$ cat config.mk
export PLATFORM = sky130hd
export DESIGN_NAME = m_lsu
export DESIGN_NICKNAME = d
export VERILOG_FILES = /design/src/rtl/m_lsu_pkg.sv /design/src/rtl/m_lsu_align.sv /design/src/rtl/m_lsu.sv
export SDC_FILE = /design/constraint.sdc
export NUM_CORES = 1
export LEC_CHECK = 0
export ABC_AREA = 1
export BUFFER_PORTS_ARGS = -buffer_cell sky130_fd_sc_hd__buf_2
export CORE_MARGIN = 1.5
export CORE_UTILIZATION = 45
export CTS_CLUSTER_DIAMETER = 200
export DETAILED_ROUTE_END_ITERATION = 8
export GPL_ROUTABILITY_DRIVEN = 0
export PLACE_DENSITY_LB_ADDON = 0.12
export SYNTH_ARGS = -nofsm -noshare
export SYNTH_HDL_FRONTEND = slang
export SYNTH_SLANG_ARGS = --single-unit
$ cat constraint.sdc
create_clock -name clk -period 7 [get_ports clk]
set_input_delay 1.75 -clock clk [delete_from_list [all_inputs] [get_ports clk]]
set_output_delay 1.75 -clock clk [all_outputs]
set_load 0.1 [all_outputs]
$ cat src/rtl/m_lsu_pkg.sv
// Shared constants for the M-stage load/store unit: access types, CP0 exception
// codes, FSM states and address-map defaults.
package m_lsu_pkg;

    localparam logic [3:0] OP_NONE = 4'd0;
    localparam logic [3:0] OP_LW   = 4'd1;
    localparam logic [3:0] OP_LH   = 4'd2;
    localparam logic [3:0] OP_LHU  = 4'd3;
    localparam logic [3:0] OP_LB   = 4'd4;
    localparam logic [3:0] OP_LBU  = 4'd5;
    localparam logic [3:0] OP_SW   = 4'd6;
    localparam logic [3:0] OP_SH   = 4'd7;
    localparam logic [3:0] OP_SB   = 4'd8;

    localparam logic [4:0] EXC_ADEL = 5'd4;
    localparam logic [4:0] EXC_ADES = 5'd5;
    localparam logic [4:0] EXC_DBE  = 5'd7;

    localparam logic [31:0] DM_LO_DEF  = 32'h0000_0000;
    localparam logic [31:0] DM_HI_DEF  = 32'h0000_2FFF;
    localparam logic [31:0] DEV_LO_DEF = 32'h0000_7F00;
    localparam logic [31:0] DEV_HI_DEF = 32'h0000_7F1B;

    typedef enum logic [1:0] {
        ST_IDLE = 2'd0,
        ST_REQ  = 2'd1,
        ST_DONE = 2'd2
    } state_e;

    function automatic logic op_is_load(input logic [3:0] op);
        return (op >= OP_LW) && (op <= OP_LBU);
    endfunction

    function automatic logic op_is_store(input logic [3:0] op);
        return (op >= OP_SW) && (op <= OP_SB);
    endfunction

    function automatic logic op_is_word(input logic [3:0] op);
        return (op == OP_LW) || (op == OP_SW);
    endfunction

    function automatic logic op_is_half(input logic [3:0] op);
        return (op == OP_LH) || (op == OP_LHU) || (op == OP_SH);
    endfunction

endpackage

$ cat src/rtl/m_lsu_align.sv
// Byte-lane steering for the LSU: byte enables and store-data replication on the
// way out, lane select and sign/zero extension of read data on the way back.
module m_lsu_align
    import m_lsu_pkg::*;
(
    input  logic [3:0]  st_op_i,
    input  logic [1:0]  st_off_i,
    input  logic [31:0] st_data_i,
    output logic [3:0]  be_o,
    output logic [31:0] wdata_o,
    input  logic [3:0]  ld_op_i,
    input  logic [1:0]  ld_off_i,
    input  logic [31:0] rdata_i,
    output logic [31:0] ld_data_o
);

    logic [31:0] shifted_s;
    logic [7:0]  byte_s;
    logic [15:0] half_s;

    // Byte enables follow the access size and offset for loads and stores alike
    always_comb begin
        be_o = 4'b0000;
        case (st_op_i)
            OP_LW, OP_SW:          be_o = 4'b1111;
            OP_LH, OP_LHU, OP_SH:  be_o = st_off_i[1] ? 4'b1100 : 4'b0011;
            OP_LB, OP_LBU, OP_SB:  be_o = 4'b0001 << st_off_i;
            default:               be_o = 4'b0000;
        endcase
    end

    // Store data replicated across lanes so the slave picks it up under any enable
    always_comb begin
        wdata_o = 32'h0000_0000;
        case (st_op_i)
            OP_SW:   wdata_o = st_data_i;
            OP_SH:   wdata_o = {2{st_data_i[15:0]}};
            OP_SB:   wdata_o = {4{st_data_i[7:0]}};
            default: wdata_o = 32'h0000_0000;
        endcase
    end

    assign shifted_s = rdata_i >> {ld_off_i, 3'b000};
    assign byte_s    = shifted_s[7:0];
    assign half_s    = ld_off_i[1] ? rdata_i[31:16] : rdata_i[15:0];

    // Load lane extraction; stores return zero toward the M/W register
    always_comb begin
        ld_data_o = 32'h0000_0000;
        case (ld_op_i)
            OP_LW:   ld_data_o = rdata_i;
            OP_LH:   ld_data_o = {{16{half_s[15]}}, half_s};
            OP_LHU:  ld_data_o = {16'h0000, half_s};
            OP_LB:   ld_data_o = {{24{byte_s[7]}}, byte_s};
            OP_LBU:  ld_data_o = {24'h00_0000, byte_s};
            default: ld_data_o = 32'h0000_0000;
        endcase
    end

endmodule

$ cat src/rtl/m_lsu.sv
// M-stage load/store unit: address checks, request/ack bus FSM and pipeline stall.
// Optional BUS_TIMEOUT_EN aborts a stuck access with a DBE exception.
module m_lsu
    import m_lsu_pkg::*;
#(
    parameter logic [31:0] DM_LO  = DM_LO_DEF,
    parameter logic [31:0] DM_HI  = DM_HI_DEF,
    parameter logic [31:0] DEV_LO = DEV_LO_DEF,
    parameter logic [31:0] DEV_HI = DEV_HI_DEF
`ifdef BUS_TIMEOUT_EN
    ,
    parameter int TIMEOUT_CYCLES = 16
`endif
) (
    input  logic        clk,
    input  logic        reset,
    input  logic        req,
    input  logic [3:0]  mem_op,
    input  logic [31:0] addr,
    input  logic [31:0] wdata,
    output logic        stall,
    output logic        exc_valid,
    output logic [4:0]  exc_code,
    output logic [31:0] dm_out,
    output logic        bus_req,
    output logic        bus_we,
    output logic [31:0] bus_addr,
    output logic [3:0]  bus_be,
    output logic [31:0] bus_wdata,
    input  logic [31:0] bus_rdata,
    input  logic        bus_ack
);

    state_e      state_q, state_d;
    logic [3:0]  op_q, op_d;
    logic [1:0]  off_q, off_d;
    logic        bus_req_q, bus_req_d;
    logic        bus_we_q, bus_we_d;
    logic [31:0] bus_addr_q, bus_addr_d;
    logic [3:0]  bus_be_q, bus_be_d;
    logic [31:0] bus_wdata_q, bus_wdata_d;
    logic [31:0] dm_out_q, dm_out_d;
`ifdef BUS_TIMEOUT_EN
    localparam logic [7:0] TIMEOUT_LAST = 8'(TIMEOUT_CYCLES - 1);
    logic [7:0]  cnt_q, cnt_d;
`endif

    logic        stall_s, exc_valid_s;
    logic [4:0]  exc_code_s;
    logic        op_ld_s, op_st_s, op_word_s, op_half_s, acc_s;
    logic        misalign_s, in_dm_s, in_dev_s, bad_s;
    logic [3:0]  be_s;
    logic [31:0] wdata_rep_s, ld_data_s;

    assign op_ld_s   = op_is_load(mem_op);
    assign op_st_s   = op_is_store(mem_op);
    assign op_word_s = op_is_word(mem_op);
    assign op_half_s = op_is_half(mem_op);
    assign acc_s     = op_ld_s | op_st_s;

    // Offset-from-base compares stay correct when a range starts at address zero
    assign in_dm_s    = (addr - DM_LO) <= (DM_HI - DM_LO);
    assign in_dev_s   = (addr - DEV_LO) <= (DEV_HI - DEV_LO);
    assign misalign_s = (op_word_s && (addr[1:0] != 2'b00)) || (op_half_s && addr[0]);
    assign bad_s      = misalign_s
                      || (!in_dm_s && !in_dev_s)
                      || (in_dev_s && !op_word_s)
                      || (op_st_s && (addr == DEV_LO + 32'd8));

    m_lsu_align u_align (
        .st_op_i   (mem_op),
        .st_off_i  (addr[1:0]),
        .st_data_i (wdata),
        .be_o      (be_s),
        .wdata_o   (wdata_rep_s),
        .ld_op_i   (op_q),
        .ld_off_i  (off_q),
        .rdata_i   (bus_rdata),
        .ld_data_o (ld_data_s)
    );

    // Next-state, stall and exception decode
    always_comb begin
        state_d     = state_q;
        op_d        = op_q;
        off_d       = off_q;
        bus_req_d   = bus_req_q;
        bus_we_d    = bus_we_q;
        bus_addr_d  = bus_addr_q;
        bus_be_d    = bus_be_q;
        bus_wdata_d = bus_wdata_q;
        dm_out_d    = dm_out_q;
        stall_s     = 1'b0;
        exc_valid_s = 1'b0;
        exc_code_s  = 5'd0;
`ifdef BUS_TIMEOUT_EN
        cnt_d       = cnt_q;
`endif
        case (state_q)
            ST_IDLE: begin
                if (acc_s && bad_s) begin
                    exc_valid_s = 1'b1;
                    exc_code_s  = op_st_s ? EXC_ADES : EXC_ADEL;
                end else begin
                    exc_valid_s = 1'b0;
                end
                if (acc_s && !bad_s && !req) begin
                    stall_s     = 1'b1;
                    state_d     = ST_REQ;
                    op_d        = mem_op;
                    off_d       = addr[1:0];
                    bus_req_d   = 1'b1;
                    bus_we_d    = op_st_s;
                    bus_addr_d  = {addr[31:2], 2'b00};
                    bus_be_d    = be_s;
                    bus_wdata_d = wdata_rep_s;
`ifdef BUS_TIMEOUT_EN
                    cnt_d       = 8'd0;
`endif
                end else begin
                    state_d = ST_IDLE;
                end
            end
            ST_REQ: begin
                if (req) begin
                    state_d   = ST_IDLE;
                    bus_req_d = 1'b0;
                end else if (bus_ack) begin
                    stall_s   = 1'b1;
                    state_d   = ST_DONE;
                    bus_req_d = 1'b0;
                    dm_out_d  = ld_data_s;
                end
`ifdef BUS_TIMEOUT_EN
                else if (cnt_q == TIMEOUT_LAST) begin
                    state_d     = ST_IDLE;
                    bus_req_d   = 1'b0;
                    exc_valid_s = 1'b1;
                    exc_code_s  = EXC_DBE;
                end
`endif
                else begin
                    stall_s = 1'b1;
`ifdef BUS_TIMEOUT_EN
                    cnt_d   = cnt_q + 8'd1;
`endif
                end
            end
            ST_DONE: begin
                state_d = ST_IDLE;
            end
            default: begin
                state_d   = ST_IDLE;
                bus_req_d = 1'b0;
            end
        endcase
    end

    // State and bus-side registers
    always_ff @(posedge clk) begin
        if (reset) begin
            state_q     <= ST_IDLE;
            op_q        <= OP_NONE;
            off_q       <= 2'b00;
            bus_req_q   <= 1'b0;
            bus_we_q    <= 1'b0;
            bus_addr_q  <= 32'h0000_0000;
            bus_be_q    <= 4'b0000;
            bus_wdata_q <= 32'h0000_0000;
            dm_out_q    <= 32'h0000_0000;
`ifdef BUS_TIMEOUT_EN
            cnt_q       <= 8'd0;
`endif
        end else begin
            state_q     <= state_d;
            op_q        <= op_d;
            off_q       <= off_d;
            bus_req_q   <= bus_req_d;
            bus_we_q    <= bus_we_d;
            bus_addr_q  <= bus_addr_d;
            bus_be_q    <= bus_be_d;
            bus_wdata_q <= bus_wdata_d;
            dm_out_q    <= dm_out_d;
`ifdef BUS_TIMEOUT_EN
            cnt_q       <= cnt_d;
`endif
        end
    end

    assign stall     = stall_s;
    assign exc_valid = exc_valid_s;
    assign exc_code  = exc_code_s;
    assign dm_out    = dm_out_q;
    assign bus_req   = bus_req_q;
    assign bus_we    = bus_we_q;
    assign bus_addr  = bus_addr_q;
    assign bus_be    = bus_be_q;
    assign bus_wdata = bus_wdata_q;

endmodule
==> out/results.ini <==
[cells_and_area]
layout-area-overhead-vs-synth_pct = 24.3
multi_input_comb_area_sq_um = 2860
fillCellCount = 1254
final_util = 0.582
n_antenna_cell = 0
drive_gt1_frac = 0.231
final_nets = 1175
final-seq-area_sq_um = 2160

[min_path]
min_path_type = flip-flop to flip-flop

[global_route]
grt_start_max_net_pins = 95
grt_antenna_before_repair = 0
grt_overflow_total = 0
grt_util_all_layers = 0.243
first_pass_grt_wire_length_mm = 26.0
grt_pass1_vias = 5371

[power_and_ir_drop]
netSwitchingFraction = 0.275
clock_power_share = 0.406
net_switching_component_of_the_power_w = 0.000347
power_per_cell_area_nw_per_um2 = 178
combinationalPowerShare = 0.107
total_leakage_power_nw = 3.63
ir_drop_mv = 0.107
power.total_w = 0.00126
power.share.sequential = 0.487
cell_internal_pwr_w = 0.000914

[drt]
drt_pass1_iterations = 5
via_per_inst = 4.94
wl_per_cell_um = 13.3
drc = 0
ant_nets = 0
wl_mm = 16.5
first_iter_violations = 574
route.vias.total = 6148

[synth]
synth_top_family_by_area = simple AND/OR/NAND/NOR gates
synthTopCellsByCount = 243 x nand2_1, 110 x inv_1, 108 x dfxtp_1, 108 x nor2_1, 65 x a21oi_1
synth-async-reset-ratio = 0
synth_seq_area_share = 0.379
synth.mux.area_fraction = 0.00176
synthSimpleGateAreaFrac = 0.338
yosys.cell_types.count = 34
mean_area_per_synthesized_cell_sq_um = 6.40
synth_most_common_cell = nand2_1
synth-warning-count = 0
synth_compound_gate_area_share = 0.153
synthesis.instances = 890
netlist.top_cell.by_area = dfxtp_1
synth_largest_type_area_fraction = 0.379
number_of_enable_type_register_cells_in_the_synthesized_netlist = 0
post_synth_main_area_contributors = dfxtp_1 38%, nand2_1 16%, inv_1 7.2%
dominantRegCellSynth = dfxtp_1
yosys.area_share.xor_xnor = 0.00461
synth_area_sq_um = 5700
adder_cell_fraction_of_synth_area = 0
postSynthRegisterBits = 108

[floorplan]
top_level_ports = 213
floorplan.die.width_um = 116
die_area_sq_um = 13300
std_cell_rows = 40
coreArea_sq_um = 12200
floorplan.die.height_um = 116
initial_utilization = 0.469

[setup_path]
worstSetupPathType = input port to primary output
crit_path_max_fanout = 17
crit_path_end_kind = primary output
critical_path_arrival_ns = 4.20
crit_path_required_time_ns = 5.25
critPathLaunchType = input port

[cts]
cts_max_level = 3
cts-resized-gates = 0
cts-buffers-inserted = 9
cts_root_buffer = clkbuf_16
tritoncts = built
cts_sinks = 108
cts_hold_fix_bufs = 0
clock_path_buffers = 2
clock_insertion_delay_worst_skew_ns = 0.35
post_cts.repair.setup_buffers = 0
cts.clk_slew.worst_paths_ns = 0.08

[sta]
timing_max_transition_violations_final = 0
unrepaired_setup_endpoints_after_global_routing = no
layout_min_cycle_time_ns = 5.95
worstMarginPinSlew_ns = 0.983
worst_slack_ns = 1.05
finalSetupTns_ns = 0
finalClockSkew_ns = 0.00819
slew-limit-headroom = 0.343
layout_worst_path_cycle_share = 0.850
fmaxAchievable_mhz = 168
setup_violations = 0
timing.final.hold_violations = 0

[placement]
port_buffers = 207
place_worst_setup_slack_ns = 1.08
dp.final_hpwl_mm = 12.0

[job]
cap_violations = 0

[run_status]
status = completed

kinds of logic after synthesis:
family	Yosys count
buffers and inverters	165
AOI/OAI and AO/OA	156
xor gates and xnor gates	3
and+or+nand+nor	456
DFF	108
muxes	1
other	1
worst paths after layout:
| path | cells past startpoint | to | slack [ns] | start |
|---|---|---|---|---|
| setup / recovery | 15 | exc_code[0] | 1.05 | addr[15] |
| hold / removal | 2 | bus_addr[30]$_SDFFE_PP0P_ | 0.45 | bus_addr[30]$_SDFFE_PP0P_ |
| setup reg to reg | 9 | dm_out[31]$_SDFFE_PP0P_ | 4.55 | off_q[1]$_SDFFE_PP0P_ |
| hold reg to reg | 2 | bus_addr[30]$_SDFFE_PP0P_ | 0.45 | bus_addr[30]$_SDFFE_PP0P_ |
metal layers:
layer | vias up | share of wire | track usage
met4 | 0 | 0.012 | 0.0535
met2 | 225 | 0.45 | 0.390
met3 | 16 | 0.074 | 0.0481
met5 | - | 0 | 0
li1 | 3205 | - | -
met1 | 2702 | 0.46 | 0.339
final cells by class:
type                       instances  share of cell area
clock buffer                      10              0.0338
clock inverter                     6             0.00884
inverter                         115              0.0610
multi-input combinational        621               0.403
sequential                       108               0.305
tap                              168              0.0297
timing repair buffer             216               0.158
power groups by stage:
stage                      logic, W  registers [W]  clock network, W
after floorplan           0.0000810       0.000628                 0
after global placement     0.000134       0.000628                 0
after detailed placement   0.000133       0.000628                 0
after CTS                  0.000134       0.000614          0.000524
after global routing       0.000148       0.000614          0.000549
final                      0.000135       0.000614          0.000512
registers in the layout, summed over array words and instances, names as in the netlist:
name       count
bus_addr      30
bus_wdata     32
off_q          2
state_q        2
bus_we         1
bus_req        1
dm_out        32
op_q           4
bus_be         4
cell usage in the layout (no fill, tap or decap), drive strengths merged, types with 2 or more instances in the layout:
master / instances
a211o: 7
a21oi: 66
a31oi: 2
buf: 216
clkbuf: 10
clkinv: 5
conb: 5
dfxtp: 108
inv: 116
nand2: 246
nand3: 45
nand4: 37
nor2: 116
nor3: 9
o2111a: 6
o21ai: 64
o221ai: 2
o22ai: 8
xor2: 2
through the flow:
step / cell area (sq um) / cells / hold slack (ns)
CTS: 7080 / 1244 / 0.457
floorplan: 5710 / 894 / 0.503
detailed placement: 6780 / 1228 / 0.445
finish: 7080 / 1244 / 0.454
global placement: 6780 / 1228 / 0.440
global route: 7080 / 1244 / 0.473
worst max-delay path: stages:
cell and delay (ns):
buf_2 0.13, nor2_2 0.17, nand2_1 0.15, nor2_2 0.19, nand3_1 0.15, nor2_1 0.15
xnor2_1 0.13, inv_1 0.05, nor2_1 0.13, nand3_1 0.08, nand2_1 0.12, nor2_4 0.10
or2_2 0.32, a21oi_1 0.12, buf_2 0.44
Power figures use the tool's default switching activity.
